### src/rtl/cic_interpolator.sv
// -----------------------------------------------------------------------------
// cic_interpolator
//
// Transmit-side CIC interpolator at the head of the DUC chain. Each accepted
// input sample is differentiated by a Q-stage comb at the input rate. It is
// then zero-stuffed to R output phases and integrated by Q integrators at the
// output rate. Finally it is rescaled by the CIC gain, rounded and saturated
// back to DATA_WIDTH.
//
// Ports
//   clk         clock
//   rst         asynchronous active-high reset
//   valid_in    cic_in valid
//   ready_in    block can accept cic_in this cycle
//   bypass      1 = pass cic_in straight to cic_out through one register
//   int_factor  interpolation factor R (1,2,4,8,16; anything else acts as 1)
//   cic_in      signed input sample, Q1.DATA_FRAC
//   valid_out   cic_out valid, one per output-rate sample
//   cic_out     signed interpolated sample, Q1.DATA_FRAC
//   overflow    1-cycle pulse with valid_out when cic_out was clipped high
//   underflow   1-cycle pulse with valid_out when cic_out was clipped low
// -----------------------------------------------------------------------------
module cic_interpolator #(
  parameter  int DATA_WIDTH     = 16,
  parameter  int DATA_FRAC      = 15,
  parameter  int Q              = 1,
  parameter  int N              = 1,
  localparam int MAX_INT_FACTOR = 16,
  localparam int INT_WIDTH      = $clog2(MAX_INT_FACTOR)
) (
  input  logic                         clk,
  input  logic                         rst,
  input  logic                         valid_in,
  output logic                         ready_in,
  input  logic                         bypass,
  input  logic [INT_WIDTH:0]           int_factor,
  input  logic signed [DATA_WIDTH-1:0] cic_in,
  output logic                         valid_out,
  output logic signed [DATA_WIDTH-1:0] cic_out,
  output logic                         overflow,
  output logic                         underflow
);

  localparam int LOG2N = $clog2(N);
  // Internal width covers the full CIC bit growth, so the integrators may wrap
  // freely and still produce the correct result modulo 2^W.
  localparam int W     = DATA_WIDTH + Q * (LOG2N + INT_WIDTH);
  localparam int RLW   = $clog2(INT_WIDTH + 1);

  localparam logic signed [W:0] SAT_MAX =
    {{(W - DATA_WIDTH + 2){1'b0}}, {(DATA_WIDTH - 1){1'b1}}};
  localparam logic signed [W:0] SAT_MIN =
    {{(W - DATA_WIDTH + 2){1'b1}}, {(DATA_WIDTH - 1){1'b0}}};

  if (Q < 1 || Q > 4) begin : g_bad_q
    $error("cic_interpolator: Q must be in 1..4");
  end
  if (N != 1 && N != 2) begin : g_bad_n
    $error("cic_interpolator: N must be 1 or 2");
  end
  if (DATA_FRAC >= DATA_WIDTH) begin : g_bad_frac
    $error("cic_interpolator: DATA_FRAC must be below DATA_WIDTH");
  end

  // ---------------------------------------------------------------------------
  // Helpers
  // ---------------------------------------------------------------------------
  // log2 of a legal factor; illegal factors collapse to R=1 (log2 = 0).
  function automatic logic [RLW-1:0] decode_r(input logic [INT_WIDTH:0] f);
    logic [RLW-1:0] r;
    r = '0;
    for (int i = 0; i <= INT_WIDTH; i++) begin
      if (f == (INT_WIDTH + 1)'(1 << i)) r = RLW'(i);
    end
    return r;
  endfunction

  // Arithmetic right shift with round half-up, one guard bit against wrap.
  function automatic logic signed [W:0] round_shift(input logic signed [W-1:0] acc,
                                                    input logic [7:0]          s);
    logic signed [W:0] ext;
    ext = {acc[W-1], acc};
    if (s != 8'd0) ext = ext + $signed((W + 1)'(1) << (s - 8'd1));
    return ext >>> s;
  endfunction

  // Returns {overflow, underflow, clipped sample}.
  function automatic logic [DATA_WIDTH+1:0] saturate(input logic signed [W:0] v);
    logic [DATA_WIDTH+1:0] r;
    if (v > SAT_MAX) begin
      r = {2'b10, 1'b0, {(DATA_WIDTH - 1){1'b1}}};
    end else if (v < SAT_MIN) begin
      r = {2'b01, 1'b1, {(DATA_WIDTH - 1){1'b0}}};
    end else begin
      r = {2'b00, v[DATA_WIDTH-1:0]};
    end
    return r;
  endfunction

  // ---------------------------------------------------------------------------
  // Control: handshake and phase FSM
  // ---------------------------------------------------------------------------
  typedef enum logic {IDLE, RUN} state_t;

  state_t               state, state_nxt;
  logic [INT_WIDTH-1:0] phase, phase_nxt;
  logic [RLW-1:0]       r_log2;
  logic [RLW-1:0]       r_log2_in;
  logic [INT_WIDTH-1:0] r_last;
  logic                 at_last;
  logic                 accept;
  logic                 r_change;

  assign r_log2_in = decode_r(int_factor);
  assign r_last    = INT_WIDTH'((1 << r_log2) - 1);
  assign at_last   = (state == RUN) && (phase == r_last);
  assign ready_in  = bypass | (state == IDLE) | at_last;
  assign accept    = valid_in & ready_in & ~bypass;
  // A new effective R invalidates the filter memory built up under the old one.
  assign r_change  = accept & (r_log2_in != r_log2);

  always_comb begin
    state_nxt = state;
    phase_nxt = phase;
    case (state)
      IDLE: begin
        if (accept) begin
          state_nxt = RUN;
          phase_nxt = '0;
        end
      end
      RUN: begin
        if (at_last) begin
          phase_nxt = '0;
          if (!accept) state_nxt = IDLE;
        end else begin
          phase_nxt = phase + INT_WIDTH'(1);
        end
      end
      default: begin
        state_nxt = IDLE;
        phase_nxt = '0;
      end
    endcase
  end

  always_ff @(posedge clk or posedge rst) begin
    if (rst) begin
      state  <= IDLE;
      phase  <= '0;
      r_log2 <= '0;
    end else if (bypass) begin
      state  <= IDLE;
      phase  <= '0;
      r_log2 <= '0;
    end else begin
      state <= state_nxt;
      phase <= phase_nxt;
      if (accept) r_log2 <= r_log2_in;
    end
  end

  // ---------------------------------------------------------------------------
  // Stage p0: comb cascade at input rate into the hold register
  // ---------------------------------------------------------------------------
  logic signed [W-1:0] comb_c [0:Q];
  logic signed [W-1:0] dly    [0:Q-1][0:N-1];
  logic signed [W-1:0] hold_p0;

  always_comb begin
    comb_c[0] = {{(W - DATA_WIDTH){cic_in[DATA_WIDTH-1]}}, cic_in};
    for (int k = 0; k < Q; k++) begin
      // On an R change the delay lines read as empty for this sample too.
      comb_c[k+1] = comb_c[k] - (r_change ? '0 : dly[k][N-1]);
    end
  end

  always_ff @(posedge clk or posedge rst) begin
    if (rst) begin
      hold_p0 <= '0;
      for (int k = 0; k < Q; k++)
        for (int j = 0; j < N; j++) dly[k][j] <= '0;
    end else if (bypass) begin
      hold_p0 <= '0;
      for (int k = 0; k < Q; k++)
        for (int j = 0; j < N; j++) dly[k][j] <= '0;
    end else if (accept) begin
      hold_p0 <= comb_c[Q];
      for (int k = 0; k < Q; k++) begin
        dly[k][0] <= comb_c[k];
        for (int j = 1; j < N; j++) dly[k][j] <= r_change ? '0 : dly[k][j-1];
      end
    end
  end

  // ---------------------------------------------------------------------------
  // Stage p1: zero-stuff; stage p2: integrator cascade at output rate
  // ---------------------------------------------------------------------------
  logic signed [W-1:0] zs_p1;
  logic                vld_p1;
  logic signed [W-1:0] integ_p2 [0:Q-1];
  logic [Q-1:0]        vld_p2;

  always_ff @(posedge clk or posedge rst) begin
    if (rst) begin
      zs_p1  <= '0;
      vld_p1 <= 1'b0;
      vld_p2 <= '0;
      for (int k = 0; k < Q; k++) integ_p2[k] <= '0;
    end else if (bypass) begin
      zs_p1  <= '0;
      vld_p1 <= 1'b0;
      vld_p2 <= '0;
      for (int k = 0; k < Q; k++) integ_p2[k] <= '0;
    end else begin
      vld_p1    <= (state == RUN);
      zs_p1     <= ((state == RUN) && (phase == '0)) ? hold_p0 : '0;
      vld_p2[0] <= vld_p1;
      for (int k = 1; k < Q; k++) vld_p2[k] <= vld_p2[k-1];
      if (r_change) begin
        for (int k = 0; k < Q; k++) integ_p2[k] <= '0;
      end else begin
        // Each stage advances only when its input carries a phase token, so
        // idle gaps leave the integrators untouched.
        if (vld_p1) integ_p2[0] <= integ_p2[0] + zs_p1;
        for (int k = 1; k < Q; k++) begin
          if (vld_p2[k-1]) integ_p2[k] <= integ_p2[k] + integ_p2[k-1];
        end
      end
    end
  end

  // ---------------------------------------------------------------------------
  // Output stage: gain removal (shift by (Q-1)*log2R + Q*log2N), round, clip
  // ---------------------------------------------------------------------------
  logic [7:0]            shift_s;
  logic [DATA_WIDTH+1:0] sat_word;

  assign shift_s  = 8'((Q - 1) * int'(r_log2) + Q * LOG2N);
  assign sat_word = saturate(round_shift(integ_p2[Q-1], shift_s));

  always_ff @(posedge clk or posedge rst) begin
    if (rst) begin
      valid_out <= 1'b0;
      cic_out   <= '0;
      overflow  <= 1'b0;
      underflow <= 1'b0;
    end else if (bypass) begin
      valid_out <= valid_in;
      cic_out   <= cic_in;
      overflow  <= 1'b0;
      underflow <= 1'b0;
    end else begin
      valid_out <= vld_p2[Q-1];
      if (vld_p2[Q-1]) begin
        cic_out   <= sat_word[DATA_WIDTH-1:0];
        overflow  <= sat_word[DATA_WIDTH+1];
        underflow <= sat_word[DATA_WIDTH];
      end else begin
        overflow  <= 1'b0;
        underflow <= 1'b0;
      end
    end
  end

endmodule
### config.mk
export PLATFORM = sky130hd
export DESIGN_NAME = cic_interpolator
export DESIGN_NICKNAME = d
export VERILOG_FILES = /design/src/rtl/cic_interpolator.sv
export SDC_FILE = /design/constraint.sdc
export NUM_CORES = 1
export LEC_CHECK = 0
export ABC_AREA = 1
export CAP_MARGIN = 15
export CORE_ASPECT_RATIO = 1.75
export CORE_MARGIN = 5
export CORE_UTILIZATION = 63
export CTS_BUF_LIST = sky130_fd_sc_hd__clkbuf_8
export CTS_CLUSTER_DIAMETER = 120
export DETAILED_ROUTE_END_ITERATION = 10
export PLACE_DENSITY = 0.91
export SYNTH_ARGS = -nofsm -noshare
export SYNTH_HDL_FRONTEND = slang
export SYNTH_SLANG_ARGS = --single-unit
### constraint.sdc
create_clock -name clk -period 5.6 [get_ports clk]
set_clock_uncertainty 0.1 [all_clocks]
set_input_delay 1.12 -clock clk [delete_from_list [all_inputs] [get_ports clk]]
set_output_delay 1.12 -clock clk [all_outputs]
set_load 0.05 [all_outputs]
==> results of run 1 <==
==> registers in the layout (all words and copies together) (netlist names) <==
name       count
underflow      1
vld_p1         1
dly           16
integ_p2      20
phase          4
r_log2         3
state          1
overflow       1
cic_out       16
valid_out      1
zs_p1         20
vld_p2         1
hold_p0       20
==> layer usage <==
metal,GRT usage [%],part of all wire [%],vias up
li1,-,-,2805
met1,31.8,36,2849
met5,0,0,-
met4,16.5,4.8,0
met2,53.3,53,280
met3,4.56,5.6,79
==> cells in the mapped netlist (all sizes together) <==
library cell / n / area, sq um
clkinv: 1 / 3.75
or2: 2 / 12.5
and2: 2 / 12.5
nand2: 228 / 861
clkbuf: 19 / 71.3
o211ai: 2 / 15.0
nand3b: 4 / 30.0
o21bai: 2 / 15.0
a21oi: 44 / 220
a21o: 1 / 7.51
inv: 68 / 255
ha: 40 / 500
o21a: 2 / 15.0
o21ai: 53 / 277
a31oi: 2 / 12.5
nand3: 87 / 435
nand4: 35 / 225
xnor2: 10 / 87.6
nor2: 67 / 275
buf: 8 / 57.6
fa: 2 / 40.0
nor4: 1 / 6.26
o22ai: 12 / 131
xor2: 13 / 114
a22oi: 2 / 15.0
dfrtp: 105 / 2630
nor3: 4 / 20.0
==> tightest hold or removal path, cell delays in order (launching register included) <==
cell and delay [ns]:
dfrtp_1 0.34, inv_1 0.04, nor2_1 0.09
==> final cells by class <==
cell class,count,area [sq um]
clock buffers,11,151
clock inverters,5,46.3
fillers,773,2790
inverters,69,262
multi-input cells,615,3330
flip-flops and latches,105,2630
well taps,125,156
repair buffers,50,485
==> report_power, final <==
part           internal [mW]  switching [mW]  total, mW
Sequential             0.803          0.0258      0.829
Combinational          0.129           0.254      0.383
Clock                  0.194           0.266      0.460
Total                   1.13           0.546       1.67
==> cells by family after synthesis <==
group,share of synthesized area [%]
and+or+nand+nor,29.6
AOI/OAI and AO/OA,11.2
DFF,41.4
buffers and inverters,6.11
adders and majority gates,8.52
xor gates and xnor gates,3.18
==> path summary, 6_finish.rpt <==
kind,startpoint,endpoint,slack [ns]
max,bypass,ready_in,1.37
max in group asynchronous,rst,hold_p0[4]$_DFFE_PP0P_,3.25
min,hold_p0[19]$_DFFE_PP0P_,zs_p1[19]$_DFF_PP0_,0.40
min in group asynchronous,rst,integ_p2[5]$_DFFE_PP0P_,1.18
max reg2reg,r_log2[0]$_DFFE_PP0P_,hold_p0[16]$_DFFE_PP0P_,1.67
min reg2reg,hold_p0[19]$_DFFE_PP0P_,zs_p1[19]$_DFF_PP0_,0.40
==> results_tabular.tex, run 1 <==
\begin{tabular}{lr}
\hline
Metric & Value \\
\hline
\multicolumn{2}{l}{\textbf{Outcome}} \\
Result of the run & finished, final reports clean \\
\multicolumn{2}{l}{\textbf{Floorplan}} \\
Placeable Area & 9850 sq um \\
Number of top-level design ports & 45 \\
Cell row count & 48 \\
Overall die area & 12300 sq um \\
Die width & 85.9 um \\
Chip height & 143 um \\
Starting utilization of the core area & 64.4\% \\
\multicolumn{2}{l}{\textbf{Place}} \\
Half-perimeter wire length after placement & 12.8 mm \\
Weighted congestion reported at the end of routability-driven placement & 0.995 \\
Number of buffers inserted by port buffering & 44 \\
Post-Place Cells & 963 \\
Placement Setup Slack & 1.18 ns \\
Placed instance area & 6850 sq um \\
\multicolumn{2}{l}{\textbf{Pwr}} \\
Reported leakage power & 3.53 nW \\
Pwr Total & 1.67 mW \\
Power per cell area & 237 nW/um\^{}2 \\
Worst IR Drop VDD & 0.202 mV \\
\multicolumn{2}{l}{\textbf{Synth}} \\
Net Count, Synth & 883 \\
Cells after synthesis & 816 \\
\#FFs+latches synth & 105 \\
Cell area after synthesis & 6340 sq um \\
Unique masters post-synth & 38 \\
Register area share after synthesis & 41.4\% \\
Average footprint of a synthesized cell & 7.77 sq um \\
Count of synthesis-stage warnings from yosys & 0 \\
\multicolumn{2}{l}{\textbf{Timing}} \\
PnR worst setup slack & 1.37 ns \\
Final setup violating endpoints & 0 \\
Final Critical Period & 4.23 ns \\
Fraction of the cycle the final worst path needs & 75.6\% \\
Fin Hold WS & 0.404 ns \\
Final hold vios & 0 \\
Relative slew slack & 24.4\% \\
Total Negative Setup Slacks & 0 ns \\
Final number of max-transition violations & 0 \\
RSZ-0062 raised after global routing & no \\
Timing-limited maximum frequency & 236 MHz \\
Slew at the pin with the worst max-slew slack & 1.13 ns \\
\multicolumn{2}{l}{\textbf{Worst setup path}} \\
Ordered list of cells on the worst path & clkdlybuf4s50\_1 > buf\_4 > nor2\_1 > o21ai\_4 > clkdlybuf4s50\_1 \\
Worst Path Required & 4.38 ns \\
CP max-delay cell & clkdlybuf4s50\_1 \\
Type of the worst setup path & input pin to output port \\
Endpoint kind of the worst setup timing path & output port \\
Biggest fanout along the worst timing path & 21 \\
Cell seen most often among critical-path stages & clkdlybuf4s50\_1 \\
Worst reg-to-reg path cell count & 24 \\
Critical Path Max Stage Delay & 0.88 ns \\
Kind of cell adding the most delay to the critical path & buffers and inverters \\
Path length in cells of the critical path & 5 \\
Data arrival time of the worst path & 3.01 ns \\
Startpoint type of the worst setup path & input pin \\
Number of buffer and inverter stages on the critical path & 3 \\
\multicolumn{2}{l}{\textbf{GRT}} \\
Total congestion overflow & 0 \\
Initial antenna violation count & 0 \\
First-pass GRT wire length & 28.4 mm \\
Via count of the first global-routing pass & 6061 \\
Total GRT Usage & 29.3\% \\
Pin count of the biggest net entering global routing & 77 \\
\multicolumn{2}{l}{\textbf{Drt}} \\
DR DRC count & 0 \\
First drt pass iteration count & 6 \\
Number of design-rule violations left by the first detailed-router iteration & 505 \\
Total detailed-routing wirelength & 17.2 mm \\
DRT antenna net count & 0 \\
Wirelength per Cell & 17.6 um \\
Per-cell via count in the routed design & 6.14 \\
Total vias in the final route & 6013 \\
\multicolumn{2}{l}{\textbf{Layout}} \\
Top library cells by usage in the layout, fill and taps aside & nand2\_1 (226), dfrtp\_1 (105), nand3\_1 (87) \\
Area Overhead vs Synth & 11.2\% \\
Post-route cell area & 7060 sq um \\
Antenna Diode Count & 0 \\
Final layout net count & 917 \\
Post-Layout Cell Count & 980 \\
Most common cell after layout, fill and taps aside & nand2\_1 \\
Final standard cell utilization of the core & 71.6\% \\
Share of layout cells above drive strength 1 & 4.91\% \\
\multicolumn{2}{l}{\textbf{Clock network}} \\
Number of buffers added to fix hold violations after cts & 0 \\
CTS tree & yes \\
Count of H-tree levels built during CTS & 3 \\
Clk\_lat worst skew & 0.38 ns \\
Clock buffer depth & 2 \\
TritonCTS sink count & 105 \\
Post-cts sizing count & 0 \\
Root buffer cell & clkbuf\_8 \\
\# Post-CTS Setup Buffers & 0 \\
Clock slew at the register clock pins of the worst setup and hold paths & 0.10 ns \\
TritonCTS buffer count & 9 \\
\multicolumn{2}{l}{\textbf{Min path}} \\
Class of the tightest hold or removal check & flop to flop \\
WHS Path Cells & 2 \\
\multicolumn{2}{l}{\textbf{Job}} \\
Max-cap check violation count & 0 \\
\hline
\end{tabular}
Note: power is estimated with default switching activity, not from simulation.
==> run 2: changes to the inputs <==
Settings changed: CORE_UTILIZATION 63 to 61, PLACE_DENSITY 0.91 to 0.88.
Clock period 5.6 ns to 4.15 ns, I/O delays scaled along.
==> run 2 against run 1 <==
Compared with the run above:
- sequential power increased by 35%
- global-route usage fell by 1.4 points
- register-to-register slack got worse by 1.2 ns
- design area rose by 1.5%
- die area is 3.0% higher
- total power rose by 39%
- core utilization shrank 1.7 points
- setup slack worse by 0.98 ns
- cell count grew 1.0%
- largest power group unchanged
==> results_tabular.tex, run 2 (synthesis results as in run 1) <==
\begin{tabular}{lr}
\hline
Metric & Value \\
\hline
\multicolumn{2}{l}{\textbf{Layout}} \\
Most common cell after layout, fill and taps aside & nand2\_1 \\
Antenna Diode Count & 0 (unchanged) \\
Area Overhead vs Synth & 12.9\% \\
Final standard cell utilization of the core & 70.0\% (-1.7 points) \\
Fill cells & 791 (+2.3\%) \\
Share of layout cells above drive strength 1 & 5.91\% (+1.0 points) \\
Final layout net count & 925 (+0.87\%) \\
Post-Layout Cell Count & 990 (+1.0\%) \\
Top library cells by usage in the layout, fill and taps aside & nand2\_1 (226), dfrtp\_1 (105), nand3\_1 (87) \\
Top Registers & hold\_p0 x20, integ\_p2 x20, zs\_p1 x20 \\
\multicolumn{2}{l}{\textbf{Place}} \\
Half-perimeter wire length after placement & 12.7 mm (-0.30\%) \\
Number of buffers inserted by port buffering & 44 (unchanged) \\
Post-Place Cells & 966 (+0.31\%) \\
Weighted congestion reported at the end of routability-driven placement & 1.02 (+2.4\%) \\
Placement Setup Slack & -0.0832 ns (-1.27 ns) \\
\multicolumn{2}{l}{\textbf{Worst setup path}} \\
Worst reg-to-reg path cell count & 22 (-8.3\%) \\
Worst Path Required & 4.27 ns (-0.11 ns) \\
Critical Path Max Stage Delay & 0.46 ns (-0.42 ns) \\
Internal reg-to-reg setup slack & 0.49 ns (-1.18 ns) \\
Type of the worst setup path & input pin to flop \\
Data arrival time of the worst path & 3.89 ns (+0.88 ns) \\
Startpoint of the worst-slack reg-to-reg timing path & r\_log2[0]\$\_DFFE\_PP0P\_ \\
Number of buffer and inverter stages on the critical path & 2 (-1) \\
Startpoint type of the worst setup path & input pin \\
Cell seen most often among critical-path stages & nand2\_1 \\
Kind of cell adding the most delay to the critical path & simple AND/OR/NAND/NOR gates \\
Reg-to-reg critical path endpoint & hold\_p0[9]\$\_DFFE\_PP0P\_ \\
CP max-delay cell & clkdlybuf4s50\_1 \\
Endpoint kind of the worst setup timing path & flop \\
Biggest fanout along the worst timing path & 14 (-33\%) \\
Ordered list of cells on the worst path & clkdlybuf4s50\_1 > nor2\_1 > nand4\_1 > nand2\_1 > nand2\_1 > nand2\_1 > nand2\_1 > nand4\_4 > buf\_4 > nand2\_1 > ha\_1 > nand2\_1 > nor2\_1 > nand2\_1 > o211ai\_1 > nand3b\_1 > nand2\_1 > nand2\_1 > nand3\_1 > o21ai\_0 \\
\multicolumn{2}{l}{\textbf{Timing}} \\
Final Critical Period & 3.77 ns \\
Relative slew slack & 43.7\% (+19 points) \\
RSZ-0062 raised after global routing & no \\
PnR worst setup slack & 0.384 ns (-0.982 ns) \\
Slew at the pin with the worst max-slew slack & 0.843 ns (-0.288 ns) \\
Fraction of the cycle the final worst path needs & 90.7\% \\
Final setup violating endpoints & 0 (unchanged) \\
Final number of max-transition violations & 0 (unchanged) \\
Timing-limited maximum frequency & 266 MHz \\
Final hold vios & 0 (unchanged) \\
\multicolumn{2}{l}{\textbf{Pwr}} \\
Worst IR Drop VDD & 0.357 mV (+77\%) \\
Power per cell area & 324 nW/um\^{}2 (+37\%) \\
Reported leakage power & 3.57 nW (+1.2\%) \\
\multicolumn{2}{l}{\textbf{Clock network}} \\
TritonCTS buffer count & 9 (unchanged) \\
Clk\_lat worst skew & 0.38 ns (about the same) \\
TritonCTS sink count & 105 (unchanged) \\
Count of H-tree levels built during CTS & 3 (unchanged) \\
Number of buffers added to fix hold violations after cts & 0 (unchanged) \\
Root buffer cell & clkbuf\_8 \\
CTS tree & yes \\
Clock slew at the register clock pins of the worst setup and hold paths & 0.10 ns (about the same) \\
Clock buffer depth & 2 (unchanged) \\
\multicolumn{2}{l}{\textbf{GRT}} \\
Total congestion overflow & 0 (unchanged) \\
Initial antenna violation count & 0 (unchanged) \\
Pin count of the biggest net entering global routing & 106 (+38\%) \\
First-pass GRT wire length & 28.0 mm (-1.3\%) \\
Total GRT Usage & 27.8\% (-1.4 points) \\
Via count of the first global-routing pass & 5945 (-1.9\%) \\
\multicolumn{2}{l}{\textbf{Drt}} \\
Total routed wire length on the met1 layer & 6.22 mm (-0.11\%) \\
Total detailed-routing wirelength & 17.0 mm (-1.1\%) \\
Routed length on met3 & 812 um (-16\%) \\
DR DRC count & 0 (unchanged) \\
Highest routing layer actually used & met4 \\
Wirelength per Cell & 17.2 um (-2.1\%) \\
Total vias in the final route & 5946 (-1.1\%) \\
Number of design-rule violations left by the first detailed-router iteration & 428 (-15\%) \\
DRT antenna net count & 0 (unchanged) \\
Met2 Wirelength & 9.19 mm (about the same) \\
Per-cell via count in the routed design & 6.01 (-2.1\%) \\
First drt pass iteration count & 5 (-1) \\
\multicolumn{2}{l}{\textbf{Job}} \\
Max-cap check violation count & 0 (unchanged) \\
\multicolumn{2}{l}{\textbf{Min path}} \\
Class of the tightest hold or removal check & flop to flop \\
Worst hold path startpoint & hold\_p0[17]\$\_DFFE\_PP0P\_ \\
Hold Path Sink & zs\_p1[17]\$\_DFF\_PP0\_ \\
WHS Path Cells & 2 (unchanged) \\
\multicolumn{2}{l}{\textbf{Floorplan}} \\
Overall die area & 12600 sq um (+3.0\%) \\
Placeable Area & 10200 sq um (+4.0\%) \\
Number of top-level design ports & 45 (unchanged) \\
Die width & 87.1 um (+1.4\%) \\
Starting utilization of the core area & 62.0\% (-2.4 points) \\
Chip height & 145 um (+1.5\%) \\
Cell row count & 49 (+2.1\%) \\
\multicolumn{2}{l}{\textbf{Outcome}} \\
Result of the run & finished, final reports clean \\
\hline
\end{tabular}
run 2: per-stage QoR:
step / total power [mW] / hold slack (ns) / setup TNS [ns] / instance area [sq um]
3_5_place_dp: 1.65 / 0.378 / -0.394 / 6880
4_1_cts: 2.31 / 0.396 / 0 / 7090
6_report: 2.32 / 0.392 / 0 / 7160
2_1_floorplan: 1.49 / 0.357 / 0 / 6340
5_1_grt: 2.42 / 0.427 / 0 / 7160
3_3_place_gp: 1.63 / 0.376 / 0 / 6880
run 2: routing by layer:
layer  GRT usage [%]  vias to the layer above
li1                -                     2812
met1            30.7                     2847
met2            49.4                      224
met3            3.91                       63
met4            15.8                        0
met5               0                        -
run 2: worst min-delay path: cells and delay by family (launching register included):
family / cells / cell delay [ns]
DFF: 1 / 0.37
buffers and inverters: 1 / 0.06
and+or+nand+nor: 1 / 0.04
run 2: repair_timing:
| item | 4_1_cts | 5_1_grt |
|---|---|---|
| setup endpoints to repair | 0 | 11 |
| gates resized for setup | 0 | 1 |
| hold endpoints to repair | 0 | 0 |
| setup buffers | 0 | 7 |
run 2: power breakdown:
part / internal [mW] / switching (mW)
combinational: 0.183 / 0.345
clock: 0.302 / 0.369
sequential: 1.08 / 0.0352
total: 1.57 / 0.749
run 2: worst max path at each step:
stage,startpoint,to,slack (ns),cells past startpoint
floorplan,rst,cic_out[0]$_DFFE_PP0P_,0.46,1
global placement,int_factor[2],hold_p0[18]$_DFFE_PP0P_,0.16,21
detailed placement,int_factor[2],hold_p0[18]$_DFFE_PP0P_,-0.08,21
CTS,r_log2[0]$_DFFE_PP0P_,hold_p0[18]$_DFFE_PP0P_,0.23,24
global route,int_factor[2],hold_p0[15]$_DFFE_PP0P_,0.06,20
finish,int_factor[2],hold_p0[15]$_DFFE_PP0P_,0.38,20
run 2: layout make-up:
cell class / count / area, sq um / share of cell area (%)
Clock buffer: 10 / 138 / 1.92
Sequential cell: 105 / 2630 / 36.7
Clock inverter: 6 / 72.6 / 1.01
Multi-Input combinational cell: 615 / 3340 / 46.6
Tap cell: 127 / 159 / 2.22
Inverter: 69 / 262 / 3.65
Timing Repair Buffer: 58 / 568 / 7.93
==> run 3: changes to the inputs <==
Settings changed: CORE_UTILIZATION 61 to 60, CTS_BUF_LIST sky130_fd_sc_hd__clkbuf_8 to not set, PLACE_DENSITY 0.88 to 0.87.
==> run 3 against run 2 <==
Compared with the run above:
- die area rose by 1.5%
- non-clock buffer count is 3 lower
- setup slack worse by 0.15 ns
- sequential cell count unchanged
- largest cell class unchanged
==> results_tabular.tex, run 3 (synthesis results as in run 1) <==
\begin{tabular}{lr}
\hline
Metric & Value \\
\hline
\multicolumn{2}{l}{\textbf{Outcome}} \\
Result of the run & finished, final reports clean \\
\multicolumn{2}{l}{\textbf{Clock network}} \\
Clk\_lat worst skew & 0.35 ns (-0.03 ns) \\
TritonCTS sink count & 105 (unchanged) \\
Clock buffer depth & 2 (unchanged) \\
CTS tree & yes \\
Clock slew at the register clock pins of the worst setup and hold paths & 0.07 ns (-0.03 ns) \\
Count of H-tree levels built during CTS & 3 (unchanged) \\
TritonCTS buffer count & 9 (unchanged) \\
Root buffer cell & clkbuf\_16 \\
\multicolumn{2}{l}{\textbf{Pwr}} \\
Internal Pwr Total & 1.69 mW (+7.9\%) \\
Relative contribution of the clock network to total power & 32.8\% (+3.8 points) \\
Power per cell area & 341 nW/um\^{}2 (+5.3\%) \\
Net load switching power & 0.768 mW (+2.5\%) \\
Worst IR Drop VDD & 0.336 mV (-5.8\%) \\
Power share of the combinational group & 21.7\% (-1.1 points) \\
Switching part of the total & 31.2\% (-1.1 points) \\
Share of total power in sequential cells & 45.4\% (-2.9 points) \\
Reported leakage power & 3.59 nW (+0.59\%) \\
\multicolumn{2}{l}{\textbf{GRT}} \\
Via count of the first global-routing pass & 5944 (-0.017\%) \\
First-pass GRT wire length & 27.8 mm (-0.71\%) \\
Initial antenna violation count & 0 (unchanged) \\
Total GRT Usage & 27.5\% (-0.35 points) \\
Pin count of the biggest net entering global routing & 106 (unchanged) \\
Total congestion overflow & 0 (unchanged) \\
\multicolumn{2}{l}{\textbf{Timing}} \\
Final setup violating endpoints & 0 (unchanged) \\
Slew at the pin with the worst max-slew slack & 0.858 ns (+0.0155 ns) \\
Relative slew slack & 42.6\% (-1.1 points) \\
Final Critical Period & 3.91 ns (+0.146 ns) \\
Fraction of the cycle the final worst path needs & 94.3\% (+3.5 points) \\
Final number of max-transition violations & 0 (unchanged) \\
Final hold vios & 0 (unchanged) \\
Fin Hold WS & 0.400 ns (+0.00744 ns) \\
Timing-limited maximum frequency & 256 MHz (-3.7\%) \\
\multicolumn{2}{l}{\textbf{Drt}} \\
Number of design-rule violations left by the first detailed-router iteration & 512 (+20\%) \\
DR DRC count & 0 (unchanged) \\
Wirelength per Cell & 17.8 um (+3.8\%) \\
First drt pass iteration count & 5 (unchanged) \\
Total detailed-routing wirelength & 17.6 mm (+3.6\%) \\
Per-cell via count in the routed design & 6.11 (+1.7\%) \\
Total vias in the final route & 6037 (+1.5\%) \\
DRT antenna net count & 0 (unchanged) \\
\multicolumn{2}{l}{\textbf{Worst setup path}} \\
Endpoint kind of the worst setup timing path & flop \\
Number of buffer and inverter stages on the critical path & 3 (+1) \\
Startpoint type of the worst setup path & flop \\
Worst Path Required & 4.24 ns (-0.03 ns) \\
Biggest fanout along the worst timing path & 8 (-6) \\
Kind of cell adding the most delay to the critical path & simple AND/OR/NAND/NOR gates \\
Critical Path Max Stage Delay & 0.43 ns (-0.03 ns) \\
Data arrival time of the worst path & 4.00 ns (+0.11 ns) \\
Cell seen most often among critical-path stages & nand3\_1 \\
Type of the worst setup path & flop to flop \\
Ordered list of cells on the worst path & inv\_1 > nand3\_1 > ha\_1 > inv\_1 > nand2\_1 > nand3\_1 > nor2\_1 > nand2\_1 > o21ai\_4 > nand4\_4 > buf\_4 > nand2\_1 > ha\_1 > a21oi\_1 > o21a\_1 > nor2\_1 > nor2\_1 > nand3\_1 > nand3\_1 > o21ai\_0 \\
CP max-delay cell & dfrtp\_1 \\
\multicolumn{2}{l}{\textbf{Job}} \\
Max-cap check violation count & 0 (unchanged) \\
\multicolumn{2}{l}{\textbf{Layout}} \\
Antenna Diode Count & 0 (unchanged) \\
Most common cell after layout, fill and taps aside & nand2\_1 \\
Fill cells & 782 (-1.1\%) \\
Post-route cell area & 7230 sq um (+0.87\%) \\
Top library cells by usage in the layout, fill and taps aside & nand2\_1 (226), dfrtp\_1 (105), nand3\_1 (87) \\
Area Overhead vs Synth & 13.9\% \\
Final layout net count & 923 (-0.22\%) \\
Share of layout cells above drive strength 1 & 5.57\% (-0.33 points) \\
Top Registers & hold\_p0 x20, integ\_p2 x20, zs\_p1 x20 \\
\multicolumn{2}{l}{\textbf{Floorplan}} \\
Die width & 87.7 um (+0.73\%) \\
Chip height & 146 um (+0.77\%) \\
Overall die area & 12800 sq um (+1.5\%) \\
Number of top-level design ports & 45 (unchanged) \\
Starting utilization of the core area & 61.6\% (-0.37 points) \\
Placeable Area & 10300 sq um (+0.60\%) \\
Cell row count & 49 (unchanged) \\
\multicolumn{2}{l}{\textbf{Min path}} \\
Class of the tightest hold or removal check & flop to flop \\
\multicolumn{2}{l}{\textbf{Place}} \\
Number of buffers inserted by port buffering & 44 (unchanged) \\
Half-perimeter wire length after placement & 12.9 mm (+1.8\%) \\
Weighted congestion reported at the end of routability-driven placement & 1.02 (+0.40\%) \\
Placed instance area & 6880 sq um (unchanged) \\
\hline
\end{tabular}
-- run 3: repair_timing --
action,4_1_cts,5_1_grt
gates resized for setup,0,1
buffers inserted,0,4
endpoints found under the setup margin,0,10
hold buffers,0,0
-- run 3: final cells by class --
cell class,count,area [sq um],share of cell area (%)
inverter,69,262,3.62
multi-input combinational,616,3350,46.4
clock buffer,11,243,3.36
tap,127,159,2.20
timing repair buffer,55,546,7.55
sequential,105,2630,36.4
clock inverter,5,40.0,0.554
-- run 3: power groups by stage --
stage               Clock (mW)  Sequential (mW)  Combinational, mW
global route             0.853             1.12              0.581
floorplan                    0             1.18              0.310
finish                   0.809             1.12              0.535
CTS                      0.811             1.12              0.519
detailed placement           0             1.14              0.512
global placement             0             1.13              0.493
-- run 3: layer usage --
layer / vias to the layer above / track usage (%) / routed length, um
li1: 2811 / - / -
met1: 2861 / 30.2 / 6260
met2: 270 / 49.2 / 9380
met3: 95 / 3.16 / 941
met4: 0 / 16.1 / 1050
met5: - / 0 / 0
-- run 3: tightest hold or removal path: stages (launching register included) --
cell,delay (ns)
dfrtp_1,0.32
inv_1,0.05
nor2_1,0.09
-- run 3: per-stage QoR --
stage          TNS (ns)  power [mW]  std cells  setup WS (ns)  utilization (%)
6_report              0        2.46        988          0.238             70.2
5_1_grt          -0.109        2.56        988        -0.0832             70.2
4_1_cts               0        2.45        982          0.125             69.6
3_5_place_dp   -0.00745        1.65        966       -0.00745             66.8
3_3_place_gp          0        1.63        966          0.193             66.8
2_1_floorplan         0        1.49        816          0.459                -
-- run 3: worst paths after layout --
path,startpoint,to,slack [ns],cells past startpoint
max in group asynchronous,rst,integ_p2[14]$_DFFE_PP0P_,2.67,3
max reg2reg,r_log2[1]$_DFFE_PP0P_,hold_p0[15]$_DFFE_PP0P_,0.24,20
min in group asynchronous,rst,integ_p2[6]$_DFFE_PP0P_,0.82,3
max,r_log2[1]$_DFFE_PP0P_,hold_p0[15]$_DFFE_PP0P_,0.24,20
min,hold_p0[15]$_DFFE_PP0P_,zs_p1[15]$_DFF_PP0_,0.40,2
min reg2reg,hold_p0[15]$_DFFE_PP0P_,zs_p1[15]$_DFF_PP0_,0.40,2
